==> config.mk <==
export PLATFORM = sky130hd
export DESIGN_NAME = posit_unpack_pipe
export DESIGN_NICKNAME = d
export VERILOG_FILES = /design/src/rtl/posit_unpack_pipe.sv
export SDC_FILE = /design/constraint.sdc
export NUM_CORES = 1
export LEC_CHECK = 0
export BUFFER_PORTS_ARGS = -buffer_cell sky130_fd_sc_hd__buf_2
export CORE_ASPECT_RATIO = 2
export CORE_UTILIZATION = 56
export DETAILED_ROUTE_END_ITERATION = 6
export PLACE_DENSITY = 0.85
export SLEW_MARGIN = 0
export SYNTH_ARGS = -nofsm -noshare
export SYNTH_HDL_FRONTEND = slang
export SYNTH_SLANG_ARGS = --single-unit
==> constraint.sdc <==
create_clock -name clk -period 13.45 [get_ports clk]
set_input_delay 0 -clock clk [delete_from_list [all_inputs] [get_ports clk]]
set_output_delay 0 -clock clk [all_outputs]
set_load 0.02 [all_outputs]
==> src/rtl/posit_unpack_pipe.sv <==
// posit_unpack_pipe: two-stage pipelined posit decoder with valid/ready flow control.
// Stage 1 captures sign, special-value flags and the magnitude body (two's complement
// of negative words). Stage 2 decodes regime run length, exponent and fraction.
// Optional build macro POSIT_UNPACK_SCALE_EN adds the combined scale output
// out_scale = (regime << ES) + exp.
module posit_unpack_pipe #(
  parameter int BITS = 32,
  parameter int ES   = 3,
  localparam int RW  = $clog2(BITS) + 1,
  localparam int EW  = (ES > 0) ? ES : 1
) (
  input  logic                 clk,
  input  logic                 rst,
  input  logic                 in_valid,
  output logic                 in_ready,
  input  logic [BITS-1:0]      in_data,
  output logic                 out_valid,
  input  logic                 out_ready,
  output logic                 out_sign,
  output logic                 out_zero,
  output logic                 out_nar,
  output logic signed [RW-1:0] out_regime,
  output logic [EW-1:0]        out_exp,
  output logic [BITS-1:0]      out_frac
`ifdef POSIT_UNPACK_SCALE_EN
  ,
  output logic signed [RW+ES-1:0] out_scale
`endif
);

  // Body width: the posit word without its sign bit.
  localparam int NB = BITS - 1;
`ifdef POSIT_UNPACK_SCALE_EN
  localparam int SW = RW + ES;
`endif

  // Stage 1 registers.
  logic          s1_valid;
  logic          s1_sign;
  logic          s1_zero;
  logic          s1_nar;
  logic [NB-1:0] s1_body;

  // Handshake and stage-1 combinational values.
  logic            s1_advance;
  logic            s2_advance;
  logic [BITS-1:0] mag;
  logic            zero_in;
  logic            nar_in;

  // Stage 2 decode results.
  logic          lead;
  logic          run_done;
  logic [RW-1:0] run;
  logic [NB-1:0] rest;
  logic [RW-1:0] dec_regime;
  logic [EW-1:0] dec_exp;
  logic [BITS-1:0] dec_frac;
`ifdef POSIT_UNPACK_SCALE_EN
  logic signed [SW-1:0] regime_ext;
  logic signed [SW-1:0] dec_scale;
`endif

  // A stage moves forward when it is empty or the stage downstream of it moves;
  // in_ready depends only on registered state and out_ready, never on in_valid.
  always_comb begin
    s2_advance = !out_valid || out_ready;
    s1_advance = !s1_valid || s2_advance;
    in_ready   = s1_advance;
  end

  // Stage 1 combinational: magnitude and special-value detection on the raw word.
  always_comb begin
    mag     = in_data[BITS-1] ? (-in_data) : in_data;
    zero_in = (in_data == '0);
    nar_in  = (in_data == {1'b1, {NB{1'b0}}});
  end

  // Stage 1 register: capture the word whenever the stage is free to advance.
  always_ff @(posedge clk) begin
    if (rst) begin
      s1_valid <= 1'b0;
      s1_sign  <= 1'b0;
      s1_zero  <= 1'b0;
      s1_nar   <= 1'b0;
      s1_body  <= '0;
    end else if (s1_advance) begin
      s1_valid <= in_valid;
      if (in_valid) begin
        s1_sign <= in_data[BITS-1];
        s1_zero <= zero_in;
        s1_nar  <= nar_in;
        s1_body <= mag[NB-1:0];
      end
    end
  end

  // Stage 2 combinational: regime run length, then exponent and fraction from
  // whatever body bits remain after the run and its terminator.
  always_comb begin
    lead     = s1_body[NB-1];
    run      = '0;
    run_done = 1'b0;
    for (int i = NB - 1; i >= 0; i--) begin
      if (!run_done && (s1_body[i] == lead)) begin
        run = run + RW'(1);
      end else begin
        run_done = 1'b1;
      end
    end

    // Shifting past the body end (run fills the body) leaves zeros, which is
    // exactly the "missing bits read as 0" behaviour for exponent and fraction.
    rest = s1_body << (run + RW'(1));

    dec_regime = lead ? (run - RW'(1)) : (RW'(0) - run);

    dec_exp = '0;
    for (int i = 0; i < ES; i++) begin
      dec_exp[EW-1-i] = rest[NB-1-i];
    end

    dec_frac = {1'b1, NB'(rest << ES)};

    if (s1_zero || s1_nar) begin
      dec_regime = '0;
      dec_exp    = '0;
      dec_frac   = '0;
    end

`ifdef POSIT_UNPACK_SCALE_EN
    regime_ext = SW'($signed(dec_regime));
    dec_scale  = (regime_ext <<< ES) + $signed(SW'(dec_exp));
`endif
  end

  // Stage 2 register: outputs update only when downstream can take a new word,
  // so they hold stable throughout a stall.
  always_ff @(posedge clk) begin
    if (rst) begin
      out_valid  <= 1'b0;
      out_sign   <= 1'b0;
      out_zero   <= 1'b0;
      out_nar    <= 1'b0;
      out_regime <= '0;
      out_exp    <= '0;
      out_frac   <= '0;
`ifdef POSIT_UNPACK_SCALE_EN
      out_scale  <= '0;
`endif
    end else if (s2_advance) begin
      out_valid <= s1_valid;
      if (s1_valid) begin
        out_sign   <= s1_sign;
        out_zero   <= s1_zero;
        out_nar    <= s1_nar;
        out_regime <= $signed(dec_regime);
        out_exp    <= dec_exp;
        out_frac   <= dec_frac;
`ifdef POSIT_UNPACK_SCALE_EN
        out_scale  <= dec_scale;
`endif
      end
    end
  end

endmodule

==> results of run 1 <==
## final timing paths
| path | from | to | slack [ns] | cells after the start |
|---|---|---|---|---|
| hold reg to reg | out_frac[16] | out_frac[16] | 0.45 | 2 |
| setup / recovery | s1_body[29] | out_frac[27] | -0.36 | 80 |
| hold / removal | in_data[1] | s1_body[1] | 0.008 | 3 |
| setup reg to reg | s1_body[29] | out_frac[27] | -0.36 | 80 |
## per-stage QoR
stage                     worst slack [ns]  instances  hold slack [ns]  TNS, ns
after floorplan                    0.02494       1263           0.1174        0
after CTS                         0.003317       1553          0.01224        0
final                              -0.3583       1584         0.007983   -8.181
after global routing                -1.086       1584          0.02116   -32.82
after global placement             -0.1240       1517           0.2382  -0.3301
after detailed placement           -0.4574       1517           0.2513   -10.29
## layer usage
| metal | track usage, % | vias up | routed length (µm) |
|---|---|---|---|
| met1 | 33.63 | 5150 | 11250 |
| met2 | 66.38 | 744 | 17800 |
| li1 | - | 4851 | - |
| met4 | 31.57 | 2 | 4106 |
| met3 | 7.635 | 335 | 3348 |
| met5 | 0 | - | 11 |
## worst reg2reg max path: cells and delay by family (launching register included)
kind / cells / cell delay (ns)
AO/OA/AOI/OAI: 34 / 5.49
AND/OR/NAND/NOR: 23 / 3.16
buffers and inverters: 8 / 1.11
XOR/XNOR: 1 / 0.19
multiplexers: 1 / 0.21
flip-flops: 1 / 0.33
adder cells (fa/ha/maj): 13 / 3.28
## area by class of cell
| cell class | instances | area [µm²] |
|---|---|---|
| fillers | 1134 | 4705 |
| clock buffers | 9 | 225.2 |
| inverters | 32 | 120.1 |
| clock inverters | 7 | 73.82 |
| diodes | 4 | 10.01 |
| repair buffers | 182 | 1323 |
| multi-input cells | 1069 | 8090 |
| flip-flops and latches | 77 | 1549 |
| well taps | 204 | 255.2 |
## flip-flops by register name, summed over array words and instances (netlist names)
register	count
out_exp	3
out_frac	29
out_nar	1
out_regime	6
out_sign	1
out_valid	1
out_zero	1
s1_body	31
s1_nar	1
s1_sign	1
s1_valid	1
s1_zero	1
## cells in the final DEF, fill, tap and decap left out, drive strengths merged, types with 38 or more instances in the layout
cell	count
nor2	128
inv	38
a211oi	48
dfxtp	77
xnor2	50
o21ai	80
mux2i	93
xor2	47
buf	177
nand2	143
a21oi	53
## power by group through the flow
stage / registers (W) / logic (W) / clock network, W
after floorplan: 0.000290 / 0.000714 / 0
after detailed placement: 0.000285 / 0.000984 / 0
after global placement: 0.000284 / 0.000965 / 0
final: 0.000285 / 0.00136 / 0.000250
after global routing: 0.000286 / 0.00143 / 0.000256
after CTS: 0.000280 / 0.00105 / 0.000248
## what timing repair did
| item | in CTS | in global routing |
|---|---|---|
| pin swaps | 12 | 65 |
| setup buffers | 16 | 25 |
| hold buffers | 4 | 0 |
| hold endpoints to repair | 4 | 0 |
| setup endpoints to repair | 31 | 36 |
| gates resized for setup | 26 | 135 |
| cloned | 0 | 2 |
## cells by family after synthesis
group,share of synthesized area (%)
compound gates,26.54
fa+ha+maj,4.187
other cells,0.03997
mux,11.00
simple gates,24.87
flops,16.43
xor+xnor,11.65
buf+inv,5.281
==> results.cfg, run 1 <==
[global_routing]
antenna_found_initial = 4
grt_pass1_wl_mm = 49.58
grt.total_usage_pct = 36.51
grt_max_degree = 60
grt_overflow = 0
grt_pass1_vias = 10115

[synth]
yosysUniqueCellTypes = 90
post-synth-top-count-cell = nand2_1
synth_seq_area_share_pct = 16.43
yosys.area.top_type_share_pct = 16.43
ys_top_cells_by_count = nand2_1, nor2_1, mux2i_1
synth_edf_count = 0
syn_inst = 1261
synthArstFlopShare_pct = 0
yosysWarnings = 0
syn_avg_cell_area_um2 = 7.441
synth-seq-cells = 77
netlist_area_um2 = 9383
synth_area_leaders = dfxtp_1, mux2i_1, nand2_1, nor2_1, xnor2_1
ys.flop_type = dfxtp_1
yosysTopAreaCell = dfxtp_1

[job]
cap_violations = 0

[sta]
hold_viol_final = 0
finClkSkew_ns = 0.01115
fin_crit_sh_pct = 102.7
setup_viol = 31
rsz0062_at_grt = yes
worst_slew_pin_slew_ns = 1.160
maxSlewHeadroom_pct = 22.64
layout_setup_ws_ns = -0.3583
clock.fmax_ghz = 0.07242
finalMaxSlewViolations = 0
fin_crit_ns = 13.81

[critical_path]
crit_path_end_kind = flop
critPathSlowestCell = or4_4
cp.arrival_ns = 14.07
crit_fanout = 14
max_stage_delay_ns = 0.56
crit_buf_inv = 8
worstSetupPathType = reg -> reg
required_ns = 13.71
cp_common_cell = ha_4
critPathTopFamily = compound AO/OA/AOI/OAI gates
startpoint_type = flop

[drt]
wire_per_inst_um = 23.05
vias_per_cell = 6.996
post-route-drc-count = 17
vias = 11082
drtPass1Iterations = 7
drt_wl_total_mm = 36.52
ant_nets = 0
drtIter0Drc = 1037

[clock_network]
clkLatencyLatePin_ns = 0.36
numCtsBuffers = 9
cts_num_sinks = 77
clk_pin_slew_ns = 0.07
ctsRootBufferMaster = clkbuf_16
cts_tree = yes
clockBufferDepth = 2
htree_levels = 3

[place]
dpl-instance-area_um2 = 10220
io_buffers = 78
place_congestion = 1.056
hpwl_mm = 22.85

[power_and_ir_drop]
ir_drop_mv = 0.1381
p_leak_nw = 4.608
pwr-share-seq_pct = 15.0
switching_power_w = 0.0009051
finalPower_w = 0.001898
power_frac_clock_pct = 13.1
combPwrFrac_pct = 71.9
power_density_nw_per_um2 = 163.0
p_int_w = 0.0009929
switching_share_pct = 47.69

[die]
initial_utilization_pct = 57.38
dieWidth_um = 93.53
core_um2 = 16350
fp-row-count = 66
die-area_um2 = 17310
die_h_um = 185.1
io_pins = 82

[cells_and_area]
finalNetCount = 1436
area_growth_pct = 24.12
final_cell_area_um2 = 11650
drive_gt1_share_pct = 26.02
fin_util_pct = 71.23

[outcome]
violations = DRC, setup timing
outcome = complete, but fails checks

[worst_hold_path]
min_path_type = in -> reg
Power figures use the tool's default switching activity.
==> run 2: changes to the inputs <==
CORE_UTILIZATION = 61   (was 56)
PLACE_DENSITY = 0.87   (was 0.85)
clock period = 17.1 ns   (was 13.45 ns; I/O delays follow)
==> results.cfg, run 2 (synthesis results as in run 1) <==
[global_routing]
antenna_found_initial = 1
grt_pass1_vias = 9480
grt_overflow = 0
grt_max_degree = 86
grt.total_usage_pct = 37.14
grt_pass1_wl_mm = 45.67

[power_and_ir_drop]
p_leak_nw = 4.052
power_frac_clock_pct = 17.0
switching_power_w = 0.0005670
combPwrFrac_pct = 63.7
p_int_w = 0.0005925
pwr-share-seq_pct = 19.3
switching_share_pct = 48.90
ir_drop_mv = 0.1321
power_density_nw_per_um2 = 114.3
finalPower_w = 0.001160

[drt]
vias_per_cell = 6.677
wire_per_inst_um = 19.26
post-route-drc-count = 0
ant_nets = 0
vias = 9895
drt_wl_total_mm = 28.55
drtPass1Iterations = 5
drtIter0Drc = 641

[cells_and_area]
area_growth_pct = 8.094
final_common_cell = nand2_1
largest_register_ffs = 31
final_cell_mix = nand2_1, nor2_1, mux2i_1
antenna_cells = 0
top_register = s1_body
reg_top3 = s1_body: 31 flops, out_frac: 29 flops, out_regime: 6 flops
drive_gt1_share_pct = 13.21
finalNetCount = 1347

[die]
io_pins = 82
die_h_um = 177.4
core_um2 = 14900
die-area_um2 = 15910
initial_utilization_pct = 62.98
fp-row-count = 63
dieWidth_um = 89.70

[sta]
fin_crit_ns = 15.86
fin_crit_sh_pct = 92.77
finClkSkew_ns = 0.007669
hold_viol_final = 0
setup_viol = 0
rsz0062_at_grt = no
finalMaxSlewViolations = 0
setup_tns_ns = 0
layout_setup_ws_ns = 1.237
worst_slew_pin_slew_ns = 1.032
clock.fmax_ghz = 0.06304
maxSlewHeadroom_pct = 31.13

[place]
io_buffers = 78
place_congestion = 1.038
hpwl_mm = 21.89
dp_slack_ns = 1.045

[critical_path]
critPathTopFamily = compound AO/OA/AOI/OAI gates
crit_fanout = 27
cp.arrival_ns = 16.13
max_stage_delay_ns = 0.56
crit_buf_inv = 5
r2r-end = out_frac[22]
ff2ff_setup_slack_ns = 1.24
cp_common_cell = ha_1
critPathSlowestCell = or4_4
startpoint = s1_body[28]
startpoint_type = flop
crit_path_end_kind = flop
worstSetupPathType = reg -> reg
r2r_cells = 77
required_ns = 17.37
rr_startpoint = s1_body[28]

[worst_hold_path]
hold_start = in_data[20]
min_path_type = in -> reg
holdPathEnd = s1_body[20]
hold_depth = 4

[clock_network]
clockBufferDepth = 2
clkLatencyLatePin_ns = 0.35
cts_num_sinks = 77
cts_tree = yes
ctsRootBufferMaster = clkbuf_16
numCtsBuffers = 9
clk_pin_slew_ns = 0.07
htree_levels = 3

[outcome]
outcome = complete, no violations

[job]
cap_violations = 0
==> run 2: cell count changes in the layout (fill, tap and decap cells not counted), sizes merged <==
cell	change
clkinv	+2
buf	-88
clkbuf	-1
diode	-4
inv	-2
==> run 2: how the worst max path moves through the flow <==
stage	to	slack, ns	cells after the start
floorplan	out_frac[24]	2.35	82
global placement	out_frac[30]	1.46	76
detailed placement	out_frac[30]	1.05	76
CTS	out_frac[30]	0.96	76
global route	out_frac[22]	0.01	80
finish	out_frac[22]	1.24	77
==> run 2: worst min-delay path, stage by stage <==
cell and delay [ns]:
buf_2 0.12, xnor2_1 0.07, nand2_1 0.06, a21oi_1 0.05
==> run 2: repair_timing <==
| action | in CTS | in global routing |
|---|---|---|
| hold buffers | 4 | 0 |
| endpoints found under the hold margin | 4 | 0 |
| gates resized for setup | 0 | 10 |
| setup endpoints to repair | 0 | 25 |
| buffers inserted | 0 | 0 |
==> run 2: area by class of cell <==
| type | count | area [µm²] |
|---|---|---|
| Clock buffer | 9 | 225.2 |
| Clock inverter | 7 | 86.33 |
| Fill cell | 1240 | 4756 |
| Inverter | 32 | 120.1 |
| Multi-Input combinational cell | 1069 | 7407 |
| Sequential cell | 77 | 1543 |
| Tap cell | 195 | 244.0 |
| Timing Repair Buffer | 93 | 516.7 |
==> run 2: routing by layer <==
layer  track usage, %  part of all wire [%]
met1            36.31                    35
met2            66.00                    52
met3            4.605                   4.2
met4            31.88                   9.1
met5                0                     0
==> run 2: power groups by stage <==
stage	registers [W]	clock network [W]	logic [W]
after global placement	0.000226	0	0.000689
after global routing	0.000226	0.000203	0.000794
after detailed placement	0.000226	0	0.000701
after CTS	0.000223	0.000197	0.000709
final	0.000224	0.000197	0.000739
after floorplan	0.000228	0	0.000536
==> run 2: metrics by stage <==
step | cells | area [µm²] | hold WS [ns] | utilization [%]
detailed placement | 1462 | 9744 | 0.2494 | 65.41
CTS | 1482 | 10100 | 0.0006779 | 67.77
finish | 1482 | 10140 | 0.0001797 | 68.08
global route | 1482 | 10140 | 0.01710 | 68.08
floorplan | 1263 | 9390 | 0.1174 | -
global placement | 1462 | 9744 | 0.2425 | 65.41
==> run 3: changes to the inputs <==
PLACE_DENSITY = unset   (was 0.87)
PLACE_DENSITY_LB_ADDON = 0.15   (was unset)
==> results.cfg, run 3 (synthesis results as in run 1) <==
[critical_path]
required_ns = 17.37
crit_path_end_kind = flop
cp_common_cell = ha_1
crit_fanout = 38
max_stage_delay_ns = 0.60
cp.arrival_ns = 16.14
ff2ff_setup_slack_ns = 1.23
startpoint_type = flop
worstSetupPathType = reg -> reg
critPathSlowestCell = dfxtp_4

[cells_and_area]
largest_register_ffs = 31
final_cell_mix = nand2_1, nor2_1, mux2i_1
multi_input_area_um2 = 7391
final_cell_area_um2 = 10130
ff_latch_area_um2 = 1545
area_growth_pct = 7.975
final_common_cell = nand2_1
finalNetCount = 1348
fillers = 1276
drive_gt1_share_pct = 12.73
antenna_cells = 0
reg_top3 = s1_body: 31 flops, out_frac: 29 flops, out_regime: 6 flops
top_register = s1_body

[outcome]
outcome = complete, no violations

[place]
dpl-instance-area_um2 = 9737
hpwl_mm = 21.56
io_buffers = 78
dp_slack_ns = 0.6512
place_congestion = 1.078

[die]
io_pins = 82
core_um2 = 14900
dieWidth_um = 89.70
fp-row-count = 63
initial_utilization_pct = 62.98
die_h_um = 177.4
die-area_um2 = 15910

[drt]
drtIter0Drc = 741
post-route-drc-count = 0
drt_wl_total_mm = 28.30
ant_nets = 0
vias_per_cell = 6.535
drtPass1Iterations = 7
wire_per_inst_um = 19.08
vias = 9691

[clock_network]
clockBufferDepth = 2
numCtsBuffers = 9
cts_num_sinks = 77
clkLatencyLatePin_ns = 0.36
ctsRootBufferMaster = clkbuf_16
cts_tree = yes
htree_levels = 3
clk_pin_slew_ns = 0.07

[sta]
layout_setup_ws_ns = 1.227
fin_crit_ns = 15.87
setup_viol = 0
clock.fmax_ghz = 0.06300
hold_viol_final = 0
worst_slew_pin_slew_ns = 1.055
maxSlewHeadroom_pct = 29.63
finalMaxSlewViolations = 0
fin_crit_sh_pct = 92.83
finClkSkew_ns = 0.01788
timing.hold.ws_ns = 0.002539

[worst_hold_path]
min_path_type = in -> reg

[global_routing]
grt_pass1_vias = 9175
grt_overflow = 0
grt_pass1_wl_mm = 45.18
grt_max_degree = 59
antenna_found_initial = 0
grt.total_usage_pct = 36.81

[power_and_ir_drop]
ir_drop_mv = 0.1294
power_density_nw_per_um2 = 112.9
p_leak_nw = 4.058

[job]
cap_violations = 0
run 3: cell count changes in the layout (fill, tap and decap cells not counted), sizes merged:
cell	change
clkinvlp	+1
inv	+1
dlygate4sd3	+1
clkinv	-2
run 3: path summary, 6_finish.rpt:
kind | start | to | cells past startpoint
worst max-delay path | s1_body[30] | out_frac[28] | 78
worst min-delay path | in_data[17] | s1_body[17] | 3
worst max register to register | s1_body[30] | out_frac[28] | 78
worst min register to register | out_frac[17] | out_frac[17] | 2
run 3: routing by layer:
| layer | vias up | wire length (µm) | global-route usage, % | share of wire (%) |
|---|---|---|---|---|
| met5 | - | 0 | 0 | 0 |
| met4 | 0 | 2285 | 27.45 | 8.1 |
| met3 | 136 | 1396 | 5.395 | 4.9 |
| met2 | 338 | 14610 | 65.21 | 52 |
| met1 | 4552 | 10010 | 37.44 | 35 |
| li1 | 4665 | - | - | - |
run 3: per-stage QoR:
| step | util (%) | cells | power (W) | setup TNS, ns |
|---|---|---|---|---|
| 3_5_place_dp | 65.36 | 1461 | 0.0009204 | 0 |
| 6_report | 68.00 | 1483 | 0.001144 | 0 |
| 3_3_place_gp | 65.36 | 1461 | 0.0009106 | 0 |
| 5_1_grt | 68.00 | 1483 | 0.001218 | -0.01570 |
| 2_1_floorplan | - | 1263 | 0.0007637 | 0 |
| 4_1_cts | 67.71 | 1482 | 0.001118 | 0 |
run 3: power by group:
group          switching (W)  internal (W)
combinational       0.000437      0.000288
clock              0.0000906      0.000104
sequential         0.0000260      0.000198
run 3: layout make-up:
type | instances | share of cell area (%)
Multi-Input combinational cell | 1069 | 72.95
Sequential cell | 77 | 15.25
Timing Repair Buffer | 94 | 5.236
Tap cell | 195 | 2.408
Clock buffer | 9 | 2.223
Inverter | 32 | 1.186
Clock inverter | 7 | 0.7410
run 3: timing repair:
action	4_1_cts	5_1_grt
hold buffers	5	0
hold endpoints to repair	5	0
buffers inserted	0	1
resized for setup	0	6
endpoints found under the setup margin	0	32
run 3: critical path, delay by kind of cell, from the launching register on:
kind | cells | cell delay, ns
AO/OA/AOI/OAI | 33 | 6.31
adder cells (fa/ha/maj) | 15 | 4.59
AND/OR/NAND/NOR | 21 | 2.72
multiplexers | 3 | 0.85
buffers and inverters | 6 | 0.67
flip-flops | 1 | 0.60
